--- config.mk ---
export PLATFORM = sky130hd
export DESIGN_NAME = id_stage
export DESIGN_NICKNAME = d
export VERILOG_FILES = /design/src/rtl/id_stage_pkg.sv /design/src/rtl/id_stage_regfile.sv /design/src/rtl/id_stage.sv
export SDC_FILE = /design/constraint.sdc
export NUM_CORES = 2
export LEC_CHECK = 0
export ABC_AREA = 1
export CAP_MARGIN = 5
export CORE_ASPECT_RATIO = 0.6
export CORE_MARGIN = 2
export CORE_UTILIZATION = 45
export CTS_BUF_LIST = sky130_fd_sc_hd__clkbuf_8
export DETAILED_ROUTE_END_ITERATION = 16
export PLACE_DENSITY = 0.69
export RECOVER_POWER = 50
export SLEW_MARGIN = 20
export SYNTH_ARGS = -nofsm -noshare
export SYNTH_HDL_FRONTEND = slang
export SYNTH_HIERARCHICAL = 1
export SYNTH_SLANG_ARGS = --single-unit
--- constraint.sdc ---
create_clock -name clk -period 5.27 [get_ports clk]
set_clock_uncertainty 0.1 [all_clocks]
set_input_delay 0.7905 -clock clk [delete_from_list [all_inputs] [get_ports clk]]
set_output_delay 0.7905 -clock clk [all_outputs]
set_load 0.005 [all_outputs]
--- src/rtl/id_stage_pkg.sv ---
// Shared definitions for the RV32I decode stage: opcodes, control word
// layout, ALU operation encodings and datapath widths.
package id_stage_pkg;

  localparam int unsigned XLEN       = 32;  // only 32 is supported
  localparam int unsigned CTRL_WIDTH = 10;
  localparam int unsigned REG_AW     = 5;

  typedef enum logic [6:0] {
    OPC_LUI    = 7'b0110111,
    OPC_AUIPC  = 7'b0010111,
    OPC_JAL    = 7'b1101111,
    OPC_JALR   = 7'b1100111,
    OPC_BRANCH = 7'b1100011,
    OPC_LOAD   = 7'b0000011,
    OPC_STORE  = 7'b0100011,
    OPC_OP_IMM = 7'b0010011,
    OPC_OP     = 7'b0110011
  } opcode_e;

  localparam logic [1:0] ALU_OP_ADD    = 2'b00;
  localparam logic [1:0] ALU_OP_BRANCH = 2'b01;
  localparam logic [1:0] ALU_OP_FUNCT  = 2'b10;

  // Bit indices of the control word (LSB first).
  localparam int unsigned CTRL_REG_WRITE  = 0;
  localparam int unsigned CTRL_MEM_READ   = 1;
  localparam int unsigned CTRL_MEM_WRITE  = 2;
  localparam int unsigned CTRL_MEM_TO_REG = 3;
  localparam int unsigned CTRL_ALU_SRC    = 4;
  localparam int unsigned CTRL_BRANCH     = 5;
  localparam int unsigned CTRL_JAL        = 6;
  localparam int unsigned CTRL_JALR       = 7;

  // Packed MSB-first so the struct matches the bit indices above.
  typedef struct packed {
    logic [1:0] alu_op;
    logic       jalr;
    logic       jal;
    logic       branch;
    logic       alu_src;
    logic       mem_to_reg;
    logic       mem_write;
    logic       mem_read;
    logic       reg_write;
  } ctrl_t;

endpackage

--- src/rtl/id_stage_regfile.sv ---
// 32x32 register file, x0 hardwired to zero.
//  clk, rst_n           clock, async active-low reset (clears x1..x31)
//  rs1_addr_i/rs2_addr_i read addresses; rd_data1_o/rd_data2_o async read data
//  wr_en_i, wr_addr_i, wr_data_i  synchronous write port with same-cycle bypass
module id_stage_regfile
  import id_stage_pkg::*;
(
  input  logic              clk,
  input  logic              rst_n,
  input  logic [REG_AW-1:0] rs1_addr_i,
  input  logic [REG_AW-1:0] rs2_addr_i,
  output logic [XLEN-1:0]   rd_data1_o,
  output logic [XLEN-1:0]   rd_data2_o,
  input  logic              wr_en_i,
  input  logic [REG_AW-1:0] wr_addr_i,
  input  logic [XLEN-1:0]   wr_data_i
);

  logic [XLEN-1:0] regs_q [1:31];
  logic [XLEN-1:0] regs_d [1:31];
  logic            wr_active;

  // Writes to x0 are dropped entirely, which also keeps them out of the bypass.
  assign wr_active = wr_en_i && (wr_addr_i != '0);

  always_comb begin
    // NOTE: start from the current state so every path assigns regs_d and no latch is inferred.
    regs_d = regs_q;
    if (wr_active) regs_d[wr_addr_i] = wr_data_i;
  end

  always_ff @(posedge clk or negedge rst_n) begin
    if (!rst_n) begin
      // NOTE: this array is architectural state that must read 0 after reset, so it is reset like any flop (not inferred as RAM).
      for (int i = 1; i < 32; i++) regs_q[i] <= '0;
    end else begin
      regs_q <= regs_d;
    end
  end

  always_comb begin
    rd_data1_o = '0;
    if (rs1_addr_i != '0) begin
      rd_data1_o = (wr_active && wr_addr_i == rs1_addr_i) ? wr_data_i : regs_q[rs1_addr_i];
    end
  end

  always_comb begin
    rd_data2_o = '0;
    if (rs2_addr_i != '0) begin
      rd_data2_o = (wr_active && wr_addr_i == rs2_addr_i) ? wr_data_i : regs_q[rs2_addr_i];
    end
  end

endmodule

--- src/rtl/id_stage.sv ---
// RV32I instruction-decode stage.
//  Inputs : instr_i, pc_incr_i from IF/ID; flush_i from EX; idex_mem_read_i,
//           idex_rd_i from IDEX (load-use check); wb_en_i/wb_addr_i/wb_data_i.
//  Outputs: pc_incr_o, rd_data1_o, rd_data2_o, wr_addr_o, imm_se_o, ctrl_q2_o,
//           stall_o (hold PC and IF/ID), illegal_o.
// All outputs are combinational; the only state lives in the register file.
module id_stage
  import id_stage_pkg::*;
(
  input  logic                  clk,
  input  logic                  rst_n,
  input  logic [XLEN-1:0]       instr_i,
  input  logic [XLEN-1:0]       pc_incr_i,
  input  logic                  flush_i,
  input  logic                  idex_mem_read_i,
  input  logic [REG_AW-1:0]     idex_rd_i,
  input  logic                  wb_en_i,
  input  logic [REG_AW-1:0]     wb_addr_i,
  input  logic [XLEN-1:0]       wb_data_i,
  output logic [XLEN-1:0]       pc_incr_o,
  output logic [XLEN-1:0]       rd_data1_o,
  output logic [XLEN-1:0]       rd_data2_o,
  output logic [XLEN-1:0]       wr_addr_o,
  output logic [XLEN-1:0]       imm_se_o,
  output logic [CTRL_WIDTH-1:0] ctrl_q2_o,
  output logic                  stall_o,
  output logic                  illegal_o
);

  logic [REG_AW-1:0] rs1, rs2;
  ctrl_t             ctrl;
  logic              legal, uses_rs1, uses_rs2, hazard;

  assign rs1       = instr_i[19:15];
  assign rs2       = instr_i[24:20];
  assign pc_incr_o = pc_incr_i;
  assign wr_addr_o = {{(XLEN-REG_AW){1'b0}}, instr_i[11:7]};

  id_stage_regfile u_regfile (
    .clk        (clk),
    .rst_n      (rst_n),
    .rs1_addr_i (rs1),
    .rs2_addr_i (rs2),
    .rd_data1_o (rd_data1_o),
    .rd_data2_o (rd_data2_o),
    .wr_en_i    (wb_en_i),
    .wr_addr_i  (wb_addr_i),
    .wr_data_i  (wb_data_i)
  );

  // Decode: control word, immediate and which source registers are read.
  // Matching the full 7-bit opcode also rejects instr_i[1:0] != 2'b11.
  always_comb begin
    ctrl     = '0;
    imm_se_o = '0;
    legal    = 1'b1;
    uses_rs1 = 1'b0;
    uses_rs2 = 1'b0;
    case (opcode_e'(instr_i[6:0]))
      OPC_LUI, OPC_AUIPC: begin
        ctrl.reg_write = 1'b1;
        ctrl.alu_src   = 1'b1;
        imm_se_o       = {instr_i[31:12], 12'b0};
      end
      OPC_JAL: begin
        ctrl.reg_write = 1'b1;
        ctrl.jal       = 1'b1;
        imm_se_o = {{11{instr_i[31]}}, instr_i[31], instr_i[19:12], instr_i[20],
                    instr_i[30:21], 1'b0};
      end
      OPC_JALR: begin
        ctrl.reg_write = 1'b1;
        ctrl.alu_src   = 1'b1;
        ctrl.jalr      = 1'b1;
        uses_rs1       = 1'b1;
        imm_se_o       = {{20{instr_i[31]}}, instr_i[31:20]};
      end
      OPC_BRANCH: begin
        ctrl.branch = 1'b1;
        ctrl.alu_op = ALU_OP_BRANCH;
        uses_rs1    = 1'b1;
        uses_rs2    = 1'b1;
        imm_se_o = {{19{instr_i[31]}}, instr_i[31], instr_i[7], instr_i[30:25],
                    instr_i[11:8], 1'b0};
      end
      OPC_LOAD: begin
        ctrl.reg_write  = 1'b1;
        ctrl.mem_read   = 1'b1;
        ctrl.mem_to_reg = 1'b1;
        ctrl.alu_src    = 1'b1;
        uses_rs1        = 1'b1;
        imm_se_o        = {{20{instr_i[31]}}, instr_i[31:20]};
      end
      OPC_STORE: begin
        ctrl.mem_write = 1'b1;
        ctrl.alu_src   = 1'b1;
        uses_rs1       = 1'b1;
        uses_rs2       = 1'b1;
        imm_se_o       = {{20{instr_i[31]}}, instr_i[31:25], instr_i[11:7]};
      end
      OPC_OP_IMM: begin
        ctrl.reg_write = 1'b1;
        ctrl.alu_src   = 1'b1;
        ctrl.alu_op    = ALU_OP_FUNCT;
        uses_rs1       = 1'b1;
        imm_se_o       = {{20{instr_i[31]}}, instr_i[31:20]};
      end
      OPC_OP: begin
        ctrl.reg_write = 1'b1;
        ctrl.alu_op    = ALU_OP_FUNCT;
        uses_rs1       = 1'b1;
        uses_rs2       = 1'b1;
      end
      default: legal = 1'b0;
    endcase
  end

  // Load-use: the load in IDEX has not produced its data yet, so hold this
  // instruction one cycle. Fields of rs1/rs2 that the format does not read are
  // ignored, otherwise immediate bits would cause false stalls.
  assign hazard = idex_mem_read_i && (idex_rd_i != '0) &&
                  ((uses_rs1 && idex_rd_i == rs1) || (uses_rs2 && idex_rd_i == rs2));

  assign illegal_o = !legal;
  assign stall_o   = hazard && !flush_i;
  assign ctrl_q2_o = (flush_i || hazard || !legal) ? '0 : ctrl;

endmodule

Yosys cells after proc, flatten, opt, wreduce, memory -nomap -nowiden
Index checks and enable logic that the tools add are counted.
{"block": "word_totals", "register_bits": 992, "input_bits": 111, "word_cells": 103}
{"block": "op_classes", "magnitude_cmp": 4, "n_eq_ne": 13, "mux": 26, "bitwise": 3, "n_reduce_logical": 26}
{"cell": "992-bit bitwise mux", "count": 1}
{"cell": "32-bit binary-select mux with 5-bit select", "count": 2}
{"cell": "32-bit 2-to-1 mux", "count": 9}
{"cell": "32-bit demux with 5-bit select", "count": 1}
{"cell": "32-bit case mux with 5 select lines", "count": 1}
{"cell": "7-bit by 6-bit equality test with 1-bit output, second input constant", "count": 3}
{"cell": "7-bit equality test, second input constant", "count": 3}
{"cell": "5-bit equality test", "count": 4}
{"cell": "5-bit nonzero test", "count": 4}
{"cell": "6-bit greater-or-equal comparator, second input constant", "count": 3}
{"cell": "5-bit inverter with 6-bit output", "count": 3}
{"cell": "7-bit by 5-bit equality test with 1-bit output, second input constant", "count": 2}
{"cell": "6-bit OR reduction", "count": 2}
{"cell": "1-bit 2-to-1 mux", "count": 10}
{"cell": "10-bit 2-to-1 mux", "count": 1}
{"cell": "1-bit logical AND", "count": 9}
{"cell": "9-bit OR reduction", "count": 1}
{"cell": "7-bit by 2-bit equality test with 1-bit output, second input constant", "count": 1}
{"cell": "7-bit OR reduction", "count": 1}
{"cell": "6-bit by 1-bit < comparator with 1-bit output, second input constant", "count": 1}
{"cell": "3-bit OR reduction", "count": 2}
{"cell": "2-bit case mux with 2 select lines", "count": 1}
{"cell": "2-bit OR reduction", "count": 2}
{"cell": "1-bit logical OR", "count": 3}
{"cell": "1-bit logical NOT", "count": 2}

Logic depth before layout (Yosys ltp)
{"block": "depth", "depth_word": 9, "mapped_depth": 14, "mapped_depth_nobuf": 11}

Modules after synthesis
Netlist, hierarchy kept.
{"module": "id_stage_regfile", "instances": 1, "cells_per_inst": 8717, "area_per_inst_um2": 57675.3, "seq_area_each_um2": 24823.8}
{"module": "id_stage", "instances": 1, "cells_per_inst": 217, "area_per_inst_um2": 1271.2, "seq_area_each_um2": 0.0}

Worst setup path after synthesis
No wires, ideal clock.
{"block": "synth_path", "path_type": "input to output", "from": "input port instr_i[15]", "to": "output port rd_data1_o[13]", "arrival_time_ns": 2.031, "required_time_ns": 4.379, "path_slack_ns": 2.348, "path_stages": 11, "n_path_buf": 4, "path_cell_list": "buf_2 buf_2 buf_2 clkbuf_1 nand2_1 nand3_1 nand3_1 nand3_1 nand3_1 nand3_1 nand2_1"}
{"block": "synth_between", "elab_chain_len": 6, "elab_cells_between_ends": 9, "cone_classes": "1 x eq/ne; 5 x mux; 1 x bitwise; 2 x reduce/logical"}
{"element": "start, declared", "line": "id_stage.sv:12", "rtl": "input logic [XLEN-1:0] instr_i,"}
{"element": "5-bit inverter with 6-bit output (not written as such)", "line": "id_stage_regfile.sv:44", "rtl": "rd_data1_o = (wr_active && wr_addr_i == rs1_addr_i) ? wr_data_i : regs_q[rs1_addr_i];"}
{"element": "32-bit binary-select mux with 5-bit select", "line": "id_stage_regfile.sv:44"}
{"element": "32-bit 2-to-1 mux (not written as such) (2 in a row)", "line": "id_stage_regfile.sv:44"}
{"element": "32-bit 2-to-1 mux", "line": "id_stage_regfile.sv:44"}
{"element": "32-bit 2-to-1 mux (*)", "line": "id_stage_regfile.sv:43", "rtl": "if (rs1_addr_i != '0) begin"}
{"element": "end, declared", "line": "id_stage.sv:21", "rtl": "output logic [XLEN-1:0] rd_data1_o,"}
Every way passes the cells marked *; elsewhere a longest branch is shown, timed or not. The select of a mux whose other input is x is not followed.

Worst setup path in the final report
{"block": "layout_path", "from": "input port wb_addr_i[2]", "to": "output port rd_data2_o[19]"}
{"block": "layout_between", "elab_chain_len": 5, "elab_cells_between_ends": 6, "cone_classes": "1 x eq/ne; 2 x mux; 3 x reduce/logical"}
{"element": "start, declared", "line": "id_stage.sv:18", "rtl": "input logic [REG_AW-1:0] wb_addr_i,"}
{"element": "5-bit nonzero test", "line": "id_stage_regfile.sv:24", "rtl": "assign wr_active = wr_en_i && (wr_addr_i != '0);"}
{"element": "1-bit logical AND", "line": "id_stage_regfile.sv:24"}
{"element": "1-bit logical AND (*)", "line": "id_stage_regfile.sv:51", "rtl": "rd_data2_o = (wr_active && wr_addr_i == rs2_addr_i) ? wr_data_i : regs_q[rs2_addr_i];"}
{"element": "32-bit 2-to-1 mux (*)", "line": "id_stage_regfile.sv:51"}
{"element": "32-bit 2-to-1 mux (*)", "line": "id_stage_regfile.sv:50", "rtl": "if (rs2_addr_i != '0) begin"}
{"element": "end, declared", "line": "id_stage.sv:22", "rtl": "output logic [XLEN-1:0] rd_data2_o,"}
Every way passes the cells marked *; elsewhere a longest branch is shown, timed or not.

==> implementation parameters <==
Parameter                              Value

Global route
  Largest net degree at the start of global routing    164
  Met1 routing resource usage after global routing    between 50 and 60%
  First-pass GRT wire length    370,300 um
  Met3 Resource Use GR    13.38%
  Via count of the first global-routing pass    55,679
  Antenna violations before repair    19
  Total global routing track utilization    36.68%
  Met2 demand-to-capacity share in global routing    between 40 and 50%
  Most used routing layer    met1
  Total global routing overflow    0

Routing
  Violation count after the first detailed-routing iteration    between 10,000 and 15,000
  Per-cell routed wire length    23.87 um
  Per-cell via count in the routed design    around 5.9
  Routed Wire Length    252,100 um
  Remaining DRCs    0
  Detailed-route via count    62,573
  Routed Antenna Nets    0
  Number of search-and-repair iterations in the first detailed-routing pass    7

Final layout
  Fill count    12,612
  Registers with the highest flip-flop counts    u_regfile/regs_q: 992 flops
  Most flops, register    u_regfile/regs_q
  Share of post-route cells with drive strength above 1    5.752%
  Area overhead of the layout relative to synthesis    10.64%
  Net total in the final layout    8,825
  Max FFs per register    992

Clocking
  Worst-skew pair later-pin latency    0.89 ns
  Clock H-tree levels    4
  Sinks on Clock Net    992
  Master cell of the clock root buffer    sky130_fd_sc_hd__clkbuf_8
  Number of CTS-inserted buffers    between 150 and 200
  CTS tree    built
  Post-CTS Setup Repair Bufs    0
  Clock input transition at the sequential cells of the worst setup and hold paths    around 0.06 ns
  Worst-case clock buffer depth    3

Floorplan
  Chip width    471.2 um
  DIE AREA    roughly 0.13 mm2
  Starting density of the core    a little under half
  Num rows    102
  I/O pins    283
  Area of the core region    0.1295 mm2
  Vertical extent of the die    284.4 um

Timing
  Post-Route Setup TNS    0 ns
  Tightest slew margin relative to the limit    -210.6%
  Worst-margin pin slew    4.659 ns
  Period minus WS final    5.219 ns
  Final count of negative-setup-slack endpoints    0
  Unrepaired setup endpoints after global routing    no
  Fmax    191.6 MHz
  Number of slew-limit violations in the final report    around 190
  Post-route worst setup slack    0.05118 ns
  Worst hold slack    0.3827 ns
  Number of hold violations in the final report    0
  Period utilisation layout    between 90 and 100%

Pwr
  Peak VDD IR    0.0002265 V
  Total design power    between 20 and 25 mW
  Power per cell area    347.3 mW/mm2
  Leakage    32.26 nW

Placed design
  Pre-CTS setup slack    0.2002 ns
  Total of buffers placed on input and output ports    191
  Final weighted congestion in routability-driven placement    0.9353
  Dpl hpwl    between 100,000 and 150,000 um

Setup path
  WP data arrival    4.33 ns
  Critical Path End Type    output port
  Setup crit start kind    primary input
  Internal reg-to-reg setup slack    ~4.3 ns
  Required arrival time at the worst endpoint    4.38 ns
  Maximum fanout along the worst path    32
  Type of the worst setup path    in -> out

Yosys
  Yosys warning count    6
  Combined area of all synthesized cells    0.05895 mm2
  Synthesized instance count    slightly below 9,000
  Average cell area after synthesis    6.598 um2
  Synthesis-stage register bit count    992
  Portion of the post-synthesis area used by sequential elements    42.11%
  Number of library cell types mapped by synthesis    35

Status
  Result of the run    finished, violations left
  Violated checks    max-capacitance violations, max-slew violations

Job
  Max_cap viols    4

Worst hold path
  HP Class    reg -> reg
power breakdown:
part,total [mW],switching [mW],internal (mW)
combinational,5.37,3.57,1.80
clock,7.30,3.38,3.92
sequential,9.98,0.885,9.10
logic make-up after synthesis:
logic type | Yosys count | share of synthesized area (%)
xor gates and xnor gates | 15 | 0.2229
and+or+nand+nor | 4921 | 34.38
AOI/OAI and AO/OA | 1320 | 11.74
other | 1 | 0.006362
DFF | 992 | 42.11
buffers and inverters | 1685 | 11.54
placed cells by master, fill, tap and decap left out, types with 3 or more instances in the layout:
master	synthesis	final
sky130_fd_sc_hd__a21oi_1	101	101
sky130_fd_sc_hd__buf_12	0	47
sky130_fd_sc_hd__buf_4	66	108
sky130_fd_sc_hd__buf_6	1	3
sky130_fd_sc_hd__buf_8	0	4
sky130_fd_sc_hd__bufinv_16	0	8
sky130_fd_sc_hd__clkbuf_2	1	4
sky130_fd_sc_hd__clkbuf_8	0	209
sky130_fd_sc_hd__clkdlybuf4s50_1	0	178
sky130_fd_sc_hd__clkinv_2	0	11
sky130_fd_sc_hd__clkinvlp_4	0	3
sky130_fd_sc_hd__conb_1	1	27
sky130_fd_sc_hd__dfrtp_1	992	992
sky130_fd_sc_hd__diode_2	0	13
sky130_fd_sc_hd__dlygate4sd3_1	0	3
sky130_fd_sc_hd__inv_1	907	949
sky130_fd_sc_hd__inv_2	18	16
sky130_fd_sc_hd__inv_8	0	4
sky130_fd_sc_hd__nand2_1	3181	3152
sky130_fd_sc_hd__nand2_2	10	19
sky130_fd_sc_hd__nand2_4	2	22
sky130_fd_sc_hd__nand3_1	1243	1243
sky130_fd_sc_hd__nand4_1	15	15
sky130_fd_sc_hd__nor2_1	432	428
sky130_fd_sc_hd__nor2_4	3	10
sky130_fd_sc_hd__nor3_1	6	9
sky130_fd_sc_hd__o211ai_1	106	106
sky130_fd_sc_hd__o21ai_0	1030	1036
sky130_fd_sc_hd__o21ai_1	70	64
sky130_fd_sc_hd__o21ai_2	10	10
sky130_fd_sc_hd__or2_2	17	17
sky130_fd_sc_hd__xnor2_1	10	10
sky130_fd_sc_hd__xor2_1	5	5
cell type report:
type	instances	area [um2]	share of cell area, %
Timing Repair Buffer	351	3719	5.702
Clock buffer	209	2877	4.411
Clock inverter	71	510.5	0.7828
Inverter	926	3512	5.385
Sequential cell	992	24820	38.06
Antenna cell	13	32.53	0.04988
Multi-Input combinational cell	6283	27600	42.31
Tap cell	1716	2147	3.292
Yosys cell counts (all sizes together):
| cell | n | area (um2) |
|---|---|---|
| buf | 306 | 1628 |
| o211ai | 106 | 795.8 |
| clkbuf | 453 | 1702 |
| clkinv | 1 | 3.750 |
| inv | 925 | 3472 |
| dfrtp | 992 | 24820 |
| nand3 | 1245 | 6241 |
| a21oi | 102 | 514.2 |
| or2 | 17 | 106.4 |
| o22ai | 1 | 6.260 |
| xor2 | 5 | 43.79 |
| nand4 | 15 | 93.84 |
| nor2 | 438 | 1674 |
| o21ai | 1110 | 5593 |
| o221ai | 1 | 8.760 |
| xnor2 | 10 | 87.58 |
| nor3 | 12 | 102.6 |
| nand2 | 3193 | 12030 |
| conb | 1 | 3.750 |
| nor4 | 1 | 21.27 |
layer usage:
layer  part of all wire [%]  vias up
met1                     39    28812
met2                     39     5265
met4                    5.8       18
met5                  0.069        -
li1                       -    27605
met3                     17      873
per-stage QoR:
step                instances  util, %  area, um2
finish                  10561    50.35      65220
global route            10553    50.33      65200
detailed placement      10264    47.71      61810
global placement        10264    47.71      61810
CTS                     10545    50.34      65200
floorplan                8960        -      59040
worst max-delay path: stages:
cell	delay [ns]
sky130_fd_sc_hd__dlygate4sd3_1	0.68
sky130_fd_sc_hd__inv_2	0.15
sky130_fd_sc_hd__nand3_1	0.12
sky130_fd_sc_hd__o21ai_1	0.18
sky130_fd_sc_hd__nor3_1	0.09
sky130_fd_sc_hd__nand2_2	0.11
sky130_fd_sc_hd__buf_6	0.56
sky130_fd_sc_hd__nand3_1	0.51
sky130_fd_sc_hd__nand2_1	0.45
sky130_fd_sc_hd__clkdlybuf4s50_1	0.60
final timing paths:
check                                             startpoint                                end  cells past startpoint
min reg2reg                u_regfile/regs_q[243]$_DFFE_PN0P_  u_regfile/regs_q[243]$_DFFE_PN0P_                      2
min                        u_regfile/regs_q[243]$_DFFE_PN0P_  u_regfile/regs_q[243]$_DFFE_PN0P_                      2
max in group asynchronous                              rst_n  u_regfile/regs_q[901]$_DFFE_PN0P_                      2
max                                             wb_addr_i[2]                     rd_data2_o[19]                     10
min in group asynchronous                              rst_n  u_regfile/regs_q[808]$_DFFE_PN0P_                      2
max reg2reg                u_regfile/regs_q[982]$_DFFE_PN0P_  u_regfile/regs_q[982]$_DFFE_PN0P_                      2
what timing repair did:
item                                    4_1_cts  5_1_grt
hold buffers                                  1        0
gates resized for setup                       0        1
endpoints found under the setup margin        0        1
hold endpoints to repair                     46        0
(Power assumes the default switching activity.)
